===== src/rtl/wb_ram_bridge_pkg.sv =====
// ============================================================================
// Module   : wb_ram_bridge_pkg
// Brief    : Shared Wishbone cycle-type and bridge state encodings.
// Revision : 1.0 - initial release
// ============================================================================
`default_nettype none

package wb_ram_bridge_pkg;

  localparam logic [2:0] CTI_CLASSIC = 3'b000;
  localparam logic [2:0] CTI_INCR    = 3'b010;
  localparam logic [2:0] CTI_EOB     = 3'b111;

  typedef enum logic [1:0] {
    IDLE  = 2'd0,
    ACK   = 2'd1,
    BURST = 2'd2
  } state_t;

  // Only linear incrementing bursts continue; every other cti ends the access.
  function automatic logic cti_continues(input logic [2:0] cti);
    return (cti == CTI_INCR);
  endfunction

endpackage

`default_nettype wire


===== src/rtl/wb_ram_bridge.sv =====
// ============================================================================
// Module   : wb_ram_bridge
// Brief    : Wishbone B3 slave front-end for a synchronous byte-select RAM,
//            classic and linear-burst cycles. Optional address range error
//            termination under macro WB_RAM_BRIDGE_ERR_EN.
// Revision : 1.0 - initial release
// ============================================================================
`default_nettype none

module wb_ram_bridge
  import wb_ram_bridge_pkg::*;
#(
  parameter int          AW        = 13,
  parameter int          DW        = 32,
  parameter logic [31:0] BASE_ADDR = 32'h0000_0000
) (
  input  logic          clk,
  input  logic          rst,
  input  logic          wb_cyc_i,
  input  logic          wb_stb_i,
  input  logic          wb_we_i,
  input  logic [31:0]   wb_adr_i,
  input  logic [3:0]    wb_sel_i,
  input  logic [DW-1:0] wb_dat_i,
  input  logic [2:0]    wb_cti_i,
  output logic [DW-1:0] wb_dat_o,
  output logic          wb_ack_o,
  output logic          wb_err_o,
  output logic [AW-1:0] ram_addr,
  output logic [3:0]    ram_sel,
  output logic [DW-1:0] ram_di,
  output logic          ram_we,
  input  logic [DW-1:0] ram_doq
);

  state_t      r_state;
  logic        r_ack;
  logic        r_err;
  logic        w_req;
  logic        w_incr;
  logic        w_prefetch;
  logic        w_ok_cur;
  logic        w_ok_next;
  logic        w_unused;

  assign w_req  = wb_cyc_i & wb_stb_i;
  assign w_incr = cti_continues(wb_cti_i);

`ifdef WB_RAM_BRIDGE_ERR_EN
  logic [29:0] w_next_word;

  // The next burst beat is judged on its own predicted address.
  assign w_next_word = wb_adr_i[31:2] + 30'd1;
  assign w_ok_cur    = (wb_adr_i[31:AW+2] == BASE_ADDR[31:AW+2]);
  assign w_ok_next   = (w_next_word[29:AW] == BASE_ADDR[31:AW+2]);
`else
  assign w_ok_cur    = 1'b1;
  assign w_ok_next   = 1'b1;
`endif

  assign w_unused = ^{wb_adr_i[31:AW+2], wb_adr_i[1:0], BASE_ADDR};

  always_ff @(posedge clk or negedge rst) begin
    if (!rst) begin
      r_state <= IDLE;
      r_ack   <= 1'b0;
      r_err   <= 1'b0;
    end else begin
      case (r_state)
        IDLE: begin
          if (w_req) begin
            r_state <= ACK;
            r_ack   <= w_ok_cur;
            r_err   <= ~w_ok_cur;
          end
        end
        ACK, BURST: begin
          if (!r_err && w_req && w_incr) begin
            r_state <= BURST;
            r_ack   <= w_ok_next;
            r_err   <= ~w_ok_next;
          end else begin
            r_state <= IDLE;
            r_ack   <= 1'b0;
            r_err   <= 1'b0;
          end
        end
        default: begin
          r_state <= IDLE;
          r_ack   <= 1'b0;
          r_err   <= 1'b0;
        end
      endcase
    end
  end

  // Reads look one word ahead during a burst so each beat lands one clock apart.
  assign w_prefetch = ~wb_we_i & r_ack & w_incr;
  assign ram_addr   = wb_adr_i[AW+1:2] + {{(AW-1){1'b0}}, w_prefetch};

  assign ram_sel  = wb_sel_i;
  assign ram_di   = wb_dat_i;
  assign ram_we   = w_req & wb_we_i & r_ack;
  assign wb_ack_o = r_ack;
  assign wb_err_o = r_err;
  assign wb_dat_o = r_ack ? ram_doq : '0;

endmodule

`default_nettype wire


===== config.mk =====
export PLATFORM = sky130hd
export DESIGN_NAME = wb_ram_bridge
export DESIGN_NICKNAME = d
export VERILOG_FILES = /design/src/rtl/wb_ram_bridge_pkg.sv /design/src/rtl/wb_ram_bridge.sv
export SDC_FILE = /design/constraint.sdc
export NUM_CORES = 1
export LEC_CHECK = 0
export ABC_AREA = 1
export BUFFER_PORTS_ARGS = -buffer_cell sky130_fd_sc_hd__buf_2
export CORE_AREA = 2 2 75 77
export CTS_BUF_LIST = sky130_fd_sc_hd__clkbuf_8
export CTS_CLUSTER_DIAMETER = 60
export CTS_CLUSTER_SIZE = 28
export DETAILED_ROUTE_END_ITERATION = 8
export DIE_AREA = 0 0 77 79
export PLACE_DENSITY = 0.66
export SLEW_MARGIN = 20
export SYNTH_ARGS = -nofsm -noshare
export SYNTH_HDL_FRONTEND = slang
export SYNTH_SLANG_ARGS = --single-unit

===== constraint.sdc =====
create_clock -name clk -period 5.1 [get_ports clk]
set_input_delay 0.765 -clock clk [delete_from_list [all_inputs] [get_ports clk]]
set_output_delay 0.765 -clock clk [all_outputs]
set_load 0.02 [all_outputs]

==> impl_metrics.toml, run 1 <==
[finish]
layout.nets = 361
sequential_cell_area_um2 = 75.1
final_core_util_pct = 25.6
multiInputGateArea_um2 = 494
n_antenna_cell = 0
n_fill_cell = 634
flow.area_growth_from_synthesis_pct = 32.1
final_layout_size_suffix_gt1_share_pct = 44.0

[drt]
vias_per_cell = 3.69
postRouteAntennaNets = 0
wire_per_inst_um = 8.22
route.detailed.drc = 0
wl_mm = 2.63
dr.first_iter.drc_count = 12
dr_total_vias = 1181
drt_first_pass_iters = 4

[logic_synthesis]
synthSimpleGateAreaFrac_pct = 35.6
netlist_instances = 186
post_synth_xor_area_fraction_pct = 5.92
post_synth.cell_area_avg_um2 = 5.57
synth-compound-area-share_pct = 0.966
yosys_warnings = 0
synth_nets = 298
arithmetic_cell_share_of_the_synthesized_area_counting_full_adders_half_adders_and_majority_gates_pct = 4.83
synthMuxAreaShare_pct = 0
synth_cell_type_count = 17
syn-cell-area_mm2 = 0.00104
synth_top_family_by_area = "buffers and inverters"
part_of_the_yosys_area_used_for_sequential_elements_pct = 7.25
synth.ff_latch_count = 3

[die]
dieArea_mm2 = 0.00608
placeableCoreArea_mm2 = 0.00534
placementRows = 27
die_h_um = 79
die_width_um = 77
floorplan.initialDensity_pct = 19.4
num_io_pins = 192

[sta]
tns_ps = 0
timing.final.crit_period_ps = 3300
unrepaired_setup_endpoints_after_global_routing = "false"
hold_viol_final = 0
slew-limit-headroom_pct = 34.6
clock_skew_after_layout_ps = 0.967
timing.final.crit_share_pct = 64.7
final-max-slew-violation-count = 0
tightest_pin_transition_ps = 981
setup_viol = 0
max_freq_ghz = 0.303

[global_routing]
sum_of_overflow_across_all_layers_after_global_routing = 0
first_global_vias = 1000
grt_util_all_layers_pct = 7.94
grt_antenna_before_repair = 0
wire_length_of_the_first_global_routing_pass_mm = 4.09
grt_max_degree = 37

[place]
placed_wire_length_estimate_mm = 2.31
routabilityCongestion = 0.736
io_buffers = 99

[clock_network]
clkSlewWorstSetupHoldPaths_ps = 30
cts_bufs_inserted = 3
clkLatencyLatePin_ps = 220
cts_repair_resize_count = 0
clk_root_buffer_cell = "clkbuf_8"
cts_hold_buffers = 0
tritoncts = "yes"
cts.path.max_buffers = 2
cts_post_setup_buffers_inserted = 0
ctsHtreeMaxLevel = 1
cts.sink_count = 3

[power]
leakagePower_nw = 1.05
power_per_cell_area_mw_per_mm2 = 274
vdd.ir_drop.worst_uv = 273

[critical_path]
cp_cell_sequence = "nand4_1 -> nor2_1 -> ha_1 -> ha_1 -> nand2_2 -> nor2_2 -> xor2_1 -> buf_2"
cp-start-kind = "flip-flop"
cp_max_fo = 36
top_delay_family_on_crit_path = "flip-flops"
worst_setup_path_end_kind = "output port"
critical_path_start_end_classification = "reg -> out"
cp_slowest_stage_delay_ps = 970
cp.buffers_inverters = 1
worstPathArrival_ps = 2530
worst_path_max_delay_cell = "dfrtp_1"
worstPathRequired_ps = 4340
timing.critical_path.mode_cell = "ha_1"

[flow_run]
max_cap_violations = 0

[min_path]
min_path_type = "in -> async"

[outcome]
result_of_the_run = "completed"
==> layout by cell type (no fill, tap or decap) <==
cell,instances
nand3b_1,1
nor2_4,3
conb_1,1
buf_2,99
nor2_1,8
dfrtp_1,3
a21oi_1,1
nand2_2,3
nand4_1,5
inv_1,46
nand2_1,55
nor2_2,1
ha_1,4
clkbuf_8,3
xor2_1,7
o21ai_0,1
nand3_1,7
==> layout make-up <==
type / instances / area share [%]
repair buffers: 99 / 36.2
multi-input cells: 97 / 36.1
inverters: 45 / 12.3
well taps: 72 / 6.58
flip-flops and latches: 3 / 5.48
clock buffers: 3 / 3.02
clock inverters: 1 / 0.274
==> cells by family after synthesis <==
logic type,after synthesis
buffers and inverters,86
flip-flops,3
AND/OR/NAND/NOR,83
XOR/XNOR,7
AO/OA/AOI/OAI,2
other,1
adder cells (fa/ha/maj),4
==> where the power goes <==
group	leakage (nW)	internal (mW)	switching, mW
clock	0.0269	0.0513	0.0162
sequential	0.0391	0.0309	0.0311
combinational	0.984	0.0887	0.157
==> Yosys cell counts (all sizes together) <==
cell type	n	area share (%)
ha	4	4.8
dfrtp	3	7.2
o21ai	1	0.48
nand3b	1	0.72
nor2	12	6.8
inv	45	16
a21oi	1	0.48
nand2	58	22
nand4	5	3.0
xor2	7	5.9
conb	1	0.36
nand3	7	3.4
buf	41	29
==> final timing paths <==
| kind | start | endpoint | slack (ps) | cells past startpoint |
|---|---|---|---|---|
| max in group asynchronous | rst | wb_ack_o | 4650 | 1 |
| hold / removal | rst | r_state[0] | 340 | 1 |
| min in group clk | r_state[1] | r_state[1] | 570 | 2 |
| hold reg to reg | r_state[1] | r_state[1] | 570 | 2 |
| setup reg to reg | wb_ack_o | wb_ack_o | 3820 | 2 |
| setup / recovery | wb_ack_o | ram_addr[6] | 1800 | 8 |
==> per-layer routing <==
layer  wire [um]  part of all wire, %  GRT usage (%)  vias up
met2        1180                   45           12.9       92
li1            -                    -              -      620
met4           0                    0           1.25        0
met1        1010                   38           9.08      469
met5           0                    0              0        -
met3         444                   17           4.89        0
==> worst reg2reg max path, delay by kind of cell (launching register included) <==
kind	cells	cell delay, ps
AND/OR/NAND/NOR	2	250
flip-flops	1	970
==> per-stage QoR <==
| stage | total power [mW] | area [um^2] | setup slack [ps] | cells | hold slack [ps] |
|---|---|---|---|---|---|
| after global routing | 0.412 | 1370 | 1520 | 320 | 338 |
| final | 0.375 | 1370 | 1800 | 320 | 339 |
| after floorplan | 0.261 | 1040 | 2360 | 186 | 469 |
| after global placement | 0.306 | 1320 | 2000 | 316 | 524 |
| after CTS | 0.379 | 1370 | 1750 | 320 | 338 |
| after detailed placement | 0.310 | 1320 | 1980 | 316 | 547 |
==> registers in the layout (all words and copies together), names as in the netlist <==
register / count
r_state: 2
wb_ack_o: 1
Note: power is estimated with default switching activity, not from simulation.
==> inputs of run 2 (changes only) <==
==> constraint.sdc (replaced) <==
create_clock -name clk -period 3.2 [get_ports clk]
set_input_delay 0.48 -clock clk [delete_from_list [all_inputs] [get_ports clk]]
set_output_delay 0.48 -clock clk [all_outputs]
set_load 0.02 [all_outputs]
==> run 2 against run 1 <==
  * Clock power rose by 59%
  * Count of clock-buffer cells in the layout is the same
  * Global-route usage decreased by 0.098 points
  * Sequential share of layout area hardly changed
  * Largest power group unchanged
==> impl_metrics.toml, run 2 (same netlist as run 1, synthesis figures left out) <==
[global_routing]
grt_util_all_layers_pct = 7.84
grt_antenna_before_repair = 0
grt_max_degree = 36
first_global_vias = 989
wire_length_of_the_first_global_routing_pass_mm = 4.05
sum_of_overflow_across_all_layers_after_global_routing = 0

[critical_path]
critical_path_start_end_classification = "in -> out"
cp_cell_sequence = "buf_2 -> inv_1 -> nand4_1 -> nor2_1 -> ha_1 -> ha_1 -> nand2_2 -> nor2_2 -> nand2_1 -> nand2_1 -> nand2_1 -> buf_2"
worstPathArrival_ps = 1870
timing.critical_path.mode_cell = "nand2_1"
worst_setup_path_end_kind = "output port"
cp_slowest_stage_delay_ps = 220
cp.buffers_inverters = 3
worstPathRequired_ps = 2720
cp-start-kind = "primary input"
top_delay_family_on_crit_path = "simple AND/OR/NAND/NOR gates"
cp_max_fo = 3
worst_path_max_delay_cell = "ha_1"

[drt]
dr.first_iter.drc_count = 15
wl_mm = 2.65
vias_per_cell = 3.67
postRouteAntennaNets = 0
dr_total_vias = 1179
drt_first_pass_iters = 4
route.detailed.drc = 0
wire_per_inst_um = 8.27

[clock_network]
clkLatencyLatePin_ps = 220
cts_post_setup_buffers_inserted = 0
cts_bufs_inserted = 3
cts.sink_count = 3
tritoncts = "yes"
clk_root_buffer_cell = "clkbuf_8"
cts_repair_resize_count = 0
ctsHtreeMaxLevel = 1
clkSlewWorstSetupHoldPaths_ps = 30
cts.path.max_buffers = 2
cts_hold_buffers = 0

[finish]
flow.area_growth_from_synthesis_pct = 32.9
final_layout_size_suffix_gt1_share_pct = 44.2
largest_register = "r_state"
final_core_util_pct = 25.8
n_antenna_cell = 0
post-route-cell-area_mm2 = 0.00138
largest_reg_flops = 2
commonest_cells_after_routing_fill_and_taps_aside = "99 x buf_2, 55 x nand2_1, 46 x inv_1, 8 x nor2_1"
mostFrequentLayoutCell = "buf_2"
layout.nets = 362

[power]
vdd.ir_drop.worst_uv = 342
power_per_cell_area_mw_per_mm2 = 438
leakagePower_nw = 1.06

[place]
placement.setup.worst_slack_ps = 824
routabilityCongestion = 0.731
io_buffers = 99
placed_cell_area_mm2 = 0.00133
placed_wire_length_estimate_mm = 2.34

[sta]
hold_viol_final = 0
timing.final.crit_period_ps = 2350
setup_slack_ps = 845
max_freq_ghz = 0.425
setup_viol = 0
timing.final.crit_share_pct = 73.6
unrepaired_setup_endpoints_after_global_routing = "false"
clock_skew_after_layout_ps = 0.569
tns_ps = 0
final-max-slew-violation-count = 0
hold_ws_ps = 53.1

[die]
die_width_um = 77
floorplan.initialDensity_pct = 19.4
dieArea_mm2 = 0.00608
num_io_pins = 192
placementRows = 27
die_h_um = 79
placeableCoreArea_mm2 = 0.00534

[flow_run]
max_cap_violations = 0

[outcome]
result_of_the_run = "completed"

[min_path]
min_path_type = "in -> async"
run 2: per-layer routing:
| layer | part of all wire (%) | track usage, % | vias up |
|---|---|---|---|
| met4 | 0 | 1.79 | 0 |
| met3 | 16 | 4.43 | 0 |
| li1 | - | - | 619 |
| met5 | 0 | 0 | - |
| met1 | 40 | 8.80 | 473 |
| met2 | 45 | 13.0 | 87 |
run 2: final timing paths:
path                       cells past startpoint  slack (ps)   startpoint      endpoint
min in group clk                               2         550   r_state[1]    r_state[1]
hold / removal                                 1          50          rst    r_state[0]
setup reg to reg                               6        2130   r_state[0]      wb_ack_o
hold reg to reg                                2         550   r_state[1]    r_state[1]
setup / recovery                              12         850  wb_cti_i[2]  ram_addr[10]
max in group asynchronous                      1        3040          rst      wb_ack_o
run 2: through the flow:
step	std cells	power (mW)
global route	321	0.663
global placement	317	0.493
detailed placement	317	0.501
CTS	321	0.612
finish	321	0.603
floorplan	186	0.416
run 2: power breakdown:
group          internal (mW)  switching [mW]  leakage (nW)  total [mW]
clock                 0.0817          0.0256        0.0269       0.107
combinational          0.144           0.294         0.989       0.438
sequential            0.0501         0.00749        0.0391      0.0576
total                  0.276           0.327          1.06       0.603
run 2: final cells by class:
class,instances,area (um^2)
Multi-Input combinational cell,97,494
Timing Repair Buffer,100,503
Clock buffer,3,41.3
Inverter,45,169
Clock inverter,1,3.75
Tap cell,72,90.1
Fill cell,633,3960
Sequential cell,3,75.1
